## src/rtl/ccg_bist_driver_if.sv

```systemverilog
`default_nettype none
// ============================================================================
//  Module   : ccg_bist_driver_if
//  Brief    : Control, status and circuit-side signals of the BIST driver.
//             Optional abort input is present when CCG_BIST_ABORT_EN is defined.
//  Revision : 1.0 - initial release
// ============================================================================
interface ccg_bist_driver_if #(
    parameter int N_IN  = 29,
    parameter int N_OUT = 21
);
    logic              start;
    logic [N_IN-1:0]   seed;
    logic [N_OUT-1:0]  golden_sig;
    logic [N_IN-1:0]   x_drive;
    logic [N_OUT-1:0]  f_resp;
    logic              busy;
    logic              done;
    logic              pass;
    logic [N_OUT-1:0]  signature;
`ifdef CCG_BIST_ABORT_EN
    logic              abort;

    modport master (
        output start, seed, golden_sig, f_resp, abort,
        input  x_drive, busy, done, pass, signature
    );
    modport slave (
        input  start, seed, golden_sig, f_resp, abort,
        output x_drive, busy, done, pass, signature
    );
`else
    modport master (
        output start, seed, golden_sig, f_resp,
        input  x_drive, busy, done, pass, signature
    );
    modport slave (
        input  start, seed, golden_sig, f_resp,
        output x_drive, busy, done, pass, signature
    );
`endif
endinterface
`default_nettype wire

```

## src/rtl/ccg_bist_driver.sv

```systemverilog
`default_nettype none
// ============================================================================
//  Module   : ccg_bist_driver
//  Brief    : LFSR pattern driver + MISR compactor for a combinational circuit
//             under test; compares the final signature with a golden value.
//             Define CCG_BIST_ABORT_EN to add the abort input.
//  Revision : 1.0 - initial release
// ============================================================================
module ccg_bist_driver #(
    parameter int              N_IN     = 29,
    parameter int              N_OUT    = 21,
    parameter int              PAT_CNT  = 1024,
    parameter int              SETTLE   = 1,
    parameter logic [N_IN-1:0] LFSR_TAP = 29'h1400_0000,
    parameter logic [N_OUT-1:0] MISR_TAP = 21'h14_0000
) (
    input  wire logic          clk,
    input  wire logic          rst_n,
    ccg_bist_driver_if.slave   bus
);

    localparam int c_PW = $clog2(PAT_CNT + 1);
    localparam int c_SW = $clog2(SETTLE + 1);
    localparam logic [c_PW-1:0] c_PAT_LAST = c_PW'(PAT_CNT - 1);
    localparam logic [c_SW-1:0] c_SET_LAST = c_SW'(SETTLE - 1);

    typedef enum logic [2:0] {
        S_IDLE    = 3'd0,
        S_LOAD    = 3'd1,
        S_SETTLE  = 3'd2,
        S_CAPTURE = 3'd3,
        S_FINISH  = 3'd4
    } state_t;

    state_t            r_state;
    state_t            w_next;
    logic [N_IN-1:0]   r_lfsr;
    logic [N_OUT-1:0]  r_misr;
    logic [c_PW-1:0]   r_pat_cnt;
    logic [c_SW-1:0]   r_set_cnt;
    logic              r_busy;
    logic              r_done;
    logic              r_pass;
    logic              w_abort;

`ifdef CCG_BIST_ABORT_EN
    assign w_abort = bus.abort && (r_state inside {S_LOAD, S_SETTLE, S_CAPTURE});
`else
    assign w_abort = 1'b0;
`endif

    always_ff @(posedge clk or negedge rst_n) begin
        if (!rst_n) begin
            r_state <= S_IDLE;
        end else begin
            r_state <= w_next;
        end
    end

    always_comb begin
        w_next = r_state;
        case (r_state)
            S_IDLE:    if (bus.start) w_next = S_LOAD;
            S_LOAD:    w_next = S_SETTLE;
            S_SETTLE:  if (r_set_cnt == c_SET_LAST) w_next = S_CAPTURE;
            S_CAPTURE: w_next = (r_pat_cnt == c_PAT_LAST) ? S_FINISH : S_SETTLE;
            S_FINISH:  w_next = S_IDLE;
            default:   w_next = S_IDLE;
        endcase
        if (w_abort) w_next = S_IDLE;
    end

    // Status flags are registered from the next state so they line up with it.
    always_ff @(posedge clk or negedge rst_n) begin
        if (!rst_n) begin
            r_lfsr    <= '0;
            r_misr    <= '0;
            r_pat_cnt <= '0;
            r_set_cnt <= '0;
            r_busy    <= 1'b0;
            r_done    <= 1'b0;
            r_pass    <= 1'b0;
        end else begin
            r_busy    <= (w_next == S_SETTLE) || (w_next == S_CAPTURE);
            r_done    <= (w_next == S_FINISH);
            r_set_cnt <= ((r_state == S_SETTLE) && (w_next == S_SETTLE)) ?
                         r_set_cnt + 1'b1 : '0;
            if (w_abort) begin
                r_pass <= 1'b0;
            end else begin
                case (r_state)
                    S_LOAD: begin
                        r_lfsr    <= (bus.seed == '0) ? N_IN'(1) : bus.seed;
                        r_misr    <= '0;
                        r_pat_cnt <= '0;
                        r_pass    <= 1'b0;
                    end
                    S_CAPTURE: begin
                        r_misr    <= {r_misr[N_OUT-2:0], ^(r_misr & MISR_TAP)} ^ bus.f_resp;
                        r_lfsr    <= {r_lfsr[N_IN-2:0], ^(r_lfsr & LFSR_TAP)};
                        r_pat_cnt <= r_pat_cnt + 1'b1;
                    end
                    S_FINISH: begin
                        r_pass <= (r_misr == bus.golden_sig);
                    end
                    default: ;
                endcase
            end
        end
    end

    assign bus.x_drive   = r_lfsr;
    assign bus.signature = r_misr;
    assign bus.busy      = r_busy;
    assign bus.done      = r_done;
    assign bus.pass      = r_pass;

endmodule
`default_nettype wire
```

## src/flat_wrapper.sv

```systemverilog
// flat-port wrapper written by rule: the top's interface ports become plain ports
module ccg_bist_driver_flat 
#(
    parameter int              N_IN     = 29,
    parameter int              N_OUT    = 21,
    parameter int              PAT_CNT  = 1024,
    parameter int              SETTLE   = 1,
    parameter logic [N_IN-1:0] LFSR_TAP = 29'h1400_0000,
    parameter logic [N_OUT-1:0] MISR_TAP = 21'h14_0000
)
  (clk, rst_n, bus_start, bus_seed, bus_golden_sig, bus_f_resp, bus_x_drive, bus_busy, bus_done, bus_pass, bus_signature);
  ccg_bist_driver_if #(.N_IN(N_IN), .N_OUT(N_OUT)) bus_i ();
  input  wire logic clk;
  input  wire logic rst_n;
  input wire logic [$bits(bus_i.start)-1:0] bus_start;
  input wire logic [$bits(bus_i.seed)-1:0] bus_seed;
  input wire logic [$bits(bus_i.golden_sig)-1:0] bus_golden_sig;
  input wire logic [$bits(bus_i.f_resp)-1:0] bus_f_resp;
  output wire logic [$bits(bus_i.x_drive)-1:0] bus_x_drive;
  output wire logic [$bits(bus_i.busy)-1:0] bus_busy;
  output wire logic [$bits(bus_i.done)-1:0] bus_done;
  output wire logic [$bits(bus_i.pass)-1:0] bus_pass;
  output wire logic [$bits(bus_i.signature)-1:0] bus_signature;
  assign bus_i.start = bus_start;
  assign bus_i.seed = bus_seed;
  assign bus_i.golden_sig = bus_golden_sig;
  assign bus_i.f_resp = bus_f_resp;
  assign bus_x_drive = bus_i.x_drive;
  assign bus_busy = bus_i.busy;
  assign bus_done = bus_i.done;
  assign bus_pass = bus_i.pass;
  assign bus_signature = bus_i.signature;
  ccg_bist_driver #(.N_IN(N_IN), .N_OUT(N_OUT), .PAT_CNT(PAT_CNT), .SETTLE(SETTLE), .LFSR_TAP(LFSR_TAP), .MISR_TAP(MISR_TAP)) u_core (.clk(clk), .rst_n(rst_n), .bus(bus_i));
endmodule
```

## config.mk

```make
export PLATFORM = sky130hd
export DESIGN_NAME = ccg_bist_driver_flat
export DESIGN_NICKNAME = d
export VERILOG_FILES = /design/src/rtl/ccg_bist_driver_if.sv /design/src/rtl/ccg_bist_driver.sv /design/src/flat_wrapper.sv
export SDC_FILE = /design/constraint.sdc
export NUM_CORES = 1
export LEC_CHECK = 0
export ABC_AREA = 1
export CAP_MARGIN = 20
export CELL_PAD_IN_SITES_DETAIL_PLACEMENT = 1
export CELL_PAD_IN_SITES_GLOBAL_PLACEMENT = 2
export CORE_MARGIN = 5
export CORE_UTILIZATION = 25
export DETAILED_ROUTE_END_ITERATION = 8
export PLACE_DENSITY = 0.85
export SYNTH_ARGS = -nofsm -noshare
export SYNTH_HDL_FRONTEND = slang
export SYNTH_SLANG_ARGS = --single-unit
```

## constraint.sdc

```tcl
create_clock -name clk -period 1.5 [get_ports clk]
set_clock_uncertainty 0.05 [all_clocks]
set_input_delay 0.15 -clock clk [delete_from_list [all_inputs] [get_ports clk]]
set_output_delay 0.15 -clock clk [all_outputs]
set_load 0.01 [all_outputs]
```

==> results.sh <==
export IMPL_worstSetupPathDepth=1
export IMPL_cpLargestDelayFamily="buffers and inverters"
export IMPL_final_nets=667
export IMPL_dp_hpwl_um=9009
export IMPL_synth_top_cells_by_area="dfrtp_1, nand2_1, inv_1"
export IMPL_syn_area_um2=3515
export IMPL_synth_area_leader_cell="dfrtp_1"
export IMPL_final_period_utilization=0.9697
export IMPL_ys_types=28
export IMPL_setup_viol=0
export IMPL_drc=0
export IMPL_gp_congestion=0.7784
export IMPL_fmax_mhz=687.5
export IMPL_crit_path_end="bus_x_drive[9]"
export IMPL_syn_nets=524
export IMPL_dr_pass1_iters=4
export IMPL_clkLatencyLatePin_ps=330
export IMPL_grt_usage=0.1522
export IMPL_drive_gt1_frac=0.07873
export IMPL_nFillCells=1686
export IMPL_p_int_uw=4997
export IMPL_die_area_um2=16530
export IMPL_fin_crit_ps=1455
export IMPL_worstPathMaxFanout=3
export IMPL_cts_root_buf="clkbuf_16"
export IMPL_leakagePower_uw=0.002655
export IMPL_wl_per_cell_um=15.82
export IMPL_clock_sinks=68
export IMPL_cp_required_ps=1300
export IMPL_first_iter_violations=109
export IMPL_placedInstanceArea_um2=5027
export IMPL_critical_path_buf_inv_count=1
export IMPL_placementRows=43
export IMPL_final_max_slew_viol_count=0
export IMPL_r2r_slack_ps=60
export IMPL_antenna_found_initial=0
export IMPL_max_stage_delay_ps=560
export IMPL_clockBufferDepth=2
export IMPL_critPathLaunchType="register"
export IMPL_p_switching_uw=2321
export IMPL_seqPwrFrac=0.362
export IMPL_crit_slowest_cell="clkdlybuf4s50_1"
export IMPL_crit_start="u_core.bus.x_drive[9]$_DFFE_PN0P_"
export IMPL_worstReg2RegStart="u_core.r_pat_cnt[0]$_DFFE_PN0P_"
export IMPL_syn_avg_cell_area_um2=7.828
export IMPL_cts_tree="done"
export IMPL_comb_power_share=0.331
export IMPL_io_pins=127
export IMPL_place_ws_ps=-56.94
export IMPL_start_util=0.2542
export IMPL_layout_common_cells="nand2_1, clkdlybuf4s50_1, inv_1"
export IMPL_seqCellArea_um2=1703
export IMPL_path_clk_slew_ps=60
export IMPL_synth_top_area_frac=0.4842
export IMPL_synth_seq_cells=68
export IMPL_area_growth_syn_to_layout_pct=55.78
export IMPL_multi_input_comb_area_um2=1475
export IMPL_grt_pass1_vias=3926
export IMPL_grt_overflow=0
export IMPL_num_antenna_cells=0
export IMPL_vias=3504
export IMPL_seq_area_frac_synth=0.4842
export IMPL_drt_wl_total_um=12290
export IMPL_min_path_type="in2async"
export IMPL_critPathArrivalTime_ps=1250
export IMPL_switching_share=0.3171
export IMPL_core_region_area_um2=13830
export IMPL_path_class="reg2out"
export IMPL_crit_path_cell_trace="clkdlybuf4s50_1"
export IMPL_worstReg2RegEnd="u_core.r_pat_cnt[10]$_DFFE_PN0P_"
export IMPL_power_uw=7318
export IMPL_die_w_um=128.6
export IMPL_setup_slack_ps=45.49
export IMPL_cts_buffers=9
export IMPL_synth_cells=449
export IMPL_clkPwrFrac=0.307
export IMPL_peakVddDrop_v=0.0005228
export IMPL_finalHoldViolCount=0
export IMPL_pwr_density_cell_nw_per_um2=1337
export IMPL_status="finished clean"
export IMPL_ys_warnings_count=0
export IMPL_drtAntennaViolNets=0
export IMPL_numPortBuffers=126
export IMPL_grt_pass1_wl_um=19910
export IMPL_layout_commonest_cell="nand2_1"
export IMPL_cap_violations=0
export IMPL_routed_via_density=4.510
export IMPL_rsz0062_at_grt="yes"
export IMPL_htreeDepth=3
export IMPL_finalInstanceArea_um2=5475
export IMPL_end_kind="output pin"
export IMPL_die_h_um=128.6
export IMPL_worstRegToRegCells=8
export IMPL_grt_max_degree=69
## routing by layer
layer / vias to the layer above / part of all wire / GRT usage
met1: 1671 / 0.44 / 0.1847
met4: 0 / 0.014 / 0.05312
met2: 112 / 0.47 / 0.2571
li1: 1709 / - / -
met5: - / 0 / 0
met3: 12 / 0.077 / 0.04608
## area by class of cell
type	instances	share of cell area
clock inverter	4	0.01348
multi-input combinational	288	0.2694
sequential	68	0.3110
tap	180	0.04113
inverter	79	0.05507
timing repair buffer	146	0.2667
clock buffer	12	0.04319
## what timing repair did
| action | in CTS | in global routing |
|---|---|---|
| gates resized for setup | 22 | 28 |
| hold buffers | 1 | 0 |
| setup buffers | 9 | 0 |
| endpoints found under the hold margin | 68 | 0 |
| setup endpoints to repair | 49 | 42 |
| pin swaps | 0 | 5 |
## power groups by stage
| stage | Sequential (uW) | Clock [uW] | Combinational [uW] |
|---|---|---|---|
| 2_1_floorplan | 2800 | 0 | 969 |
| 3_3_place_gp | 2710 | 0 | 2340 |
| 3_5_place_dp | 2730 | 0 | 2390 |
| 4_1_cts | 2650 | 2330 | 2480 |
| 5_1_grt | 2720 | 2400 | 2670 |
| 6_report | 2650 | 2250 | 2420 |
## per-stage QoR
stage	hold slack, ps	instances	setup TNS (ps)	utilization
5_1_grt	354.9	777	-127.8	0.3960
6_report	304.2	777	0	0.3960
4_1_cts	310.6	777	0	0.3907
3_3_place_gp	159.1	751	0	0.3636
3_5_place_dp	158.4	751	-85.33	0.3636
2_1_floorplan	-195.6	449	0	-
## worst min path at each step
stage	startpoint	endpoint	slack, ps	depth (start not counted)
CTS	bus_seed[14]	u_core.bus.x_drive[14]$_DFFE_PN0P_	310	3
global route	bus_seed[14]	u_core.bus.x_drive[14]$_DFFE_PN0P_	350	3
global placement	rst_n	u_core.bus.signature[15]$_DFFE_PN0P_	160	2
floorplan	rst_n	u_core.bus.busy$_DFF_PN0_	-200	0
detailed placement	rst_n	u_core.bus.signature[15]$_DFFE_PN0P_	160	2
finish	rst_n	u_core.bus.signature[14]$_DFFE_PN0P_	300	3
## logic make-up after synthesis
| kind of cell | after synthesis | share of synthesized area |
|---|---|---|
| simple gates | 180 | 0.2051 |
| buf+inv | 93 | 0.1039 |
| compound gates | 81 | 0.1399 |
| flops | 68 | 0.4842 |
| xor+xnor | 25 | 0.06230 |
| fa+ha+maj | 1 | 0.003559 |
| other cells | 1 | 0.001067 |
## flip-flops by register name (all words and copies together) (netlist names)
signal and cells:
u_core.bus.pass 1, u_core.r_set_cnt 1, u_core.bus.done 1, u_core.r_state 3, u_core.bus.x_drive 29, u_core.bus.signature 21
u_core.r_pat_cnt 11, u_core.bus.busy 1
## synth_stat cells
master	count
or2_2	1
inv_1	75
nor3_1	1
a22oi_1	2
o221ai_1	4
a31oi_1	2
ha_1	1
a21oi_1	19
xnor2_1	24
nand3_1	13
conb_1	1
nor2_1	37
o21ai_1	5
nand2_1	122
a22o_1	1
o211ai_1	2
nor2_4	2
buf_2	13
clkbuf_1	1
o21ai_0	7
o22ai_1	37
nand4_1	2
nor2_2	2
inv_2	4
xor2_1	1
dfrtp_1	68
a32o_1	1
o41ai_1	1
No activity file was read; power rests on OpenSTA's default activity.
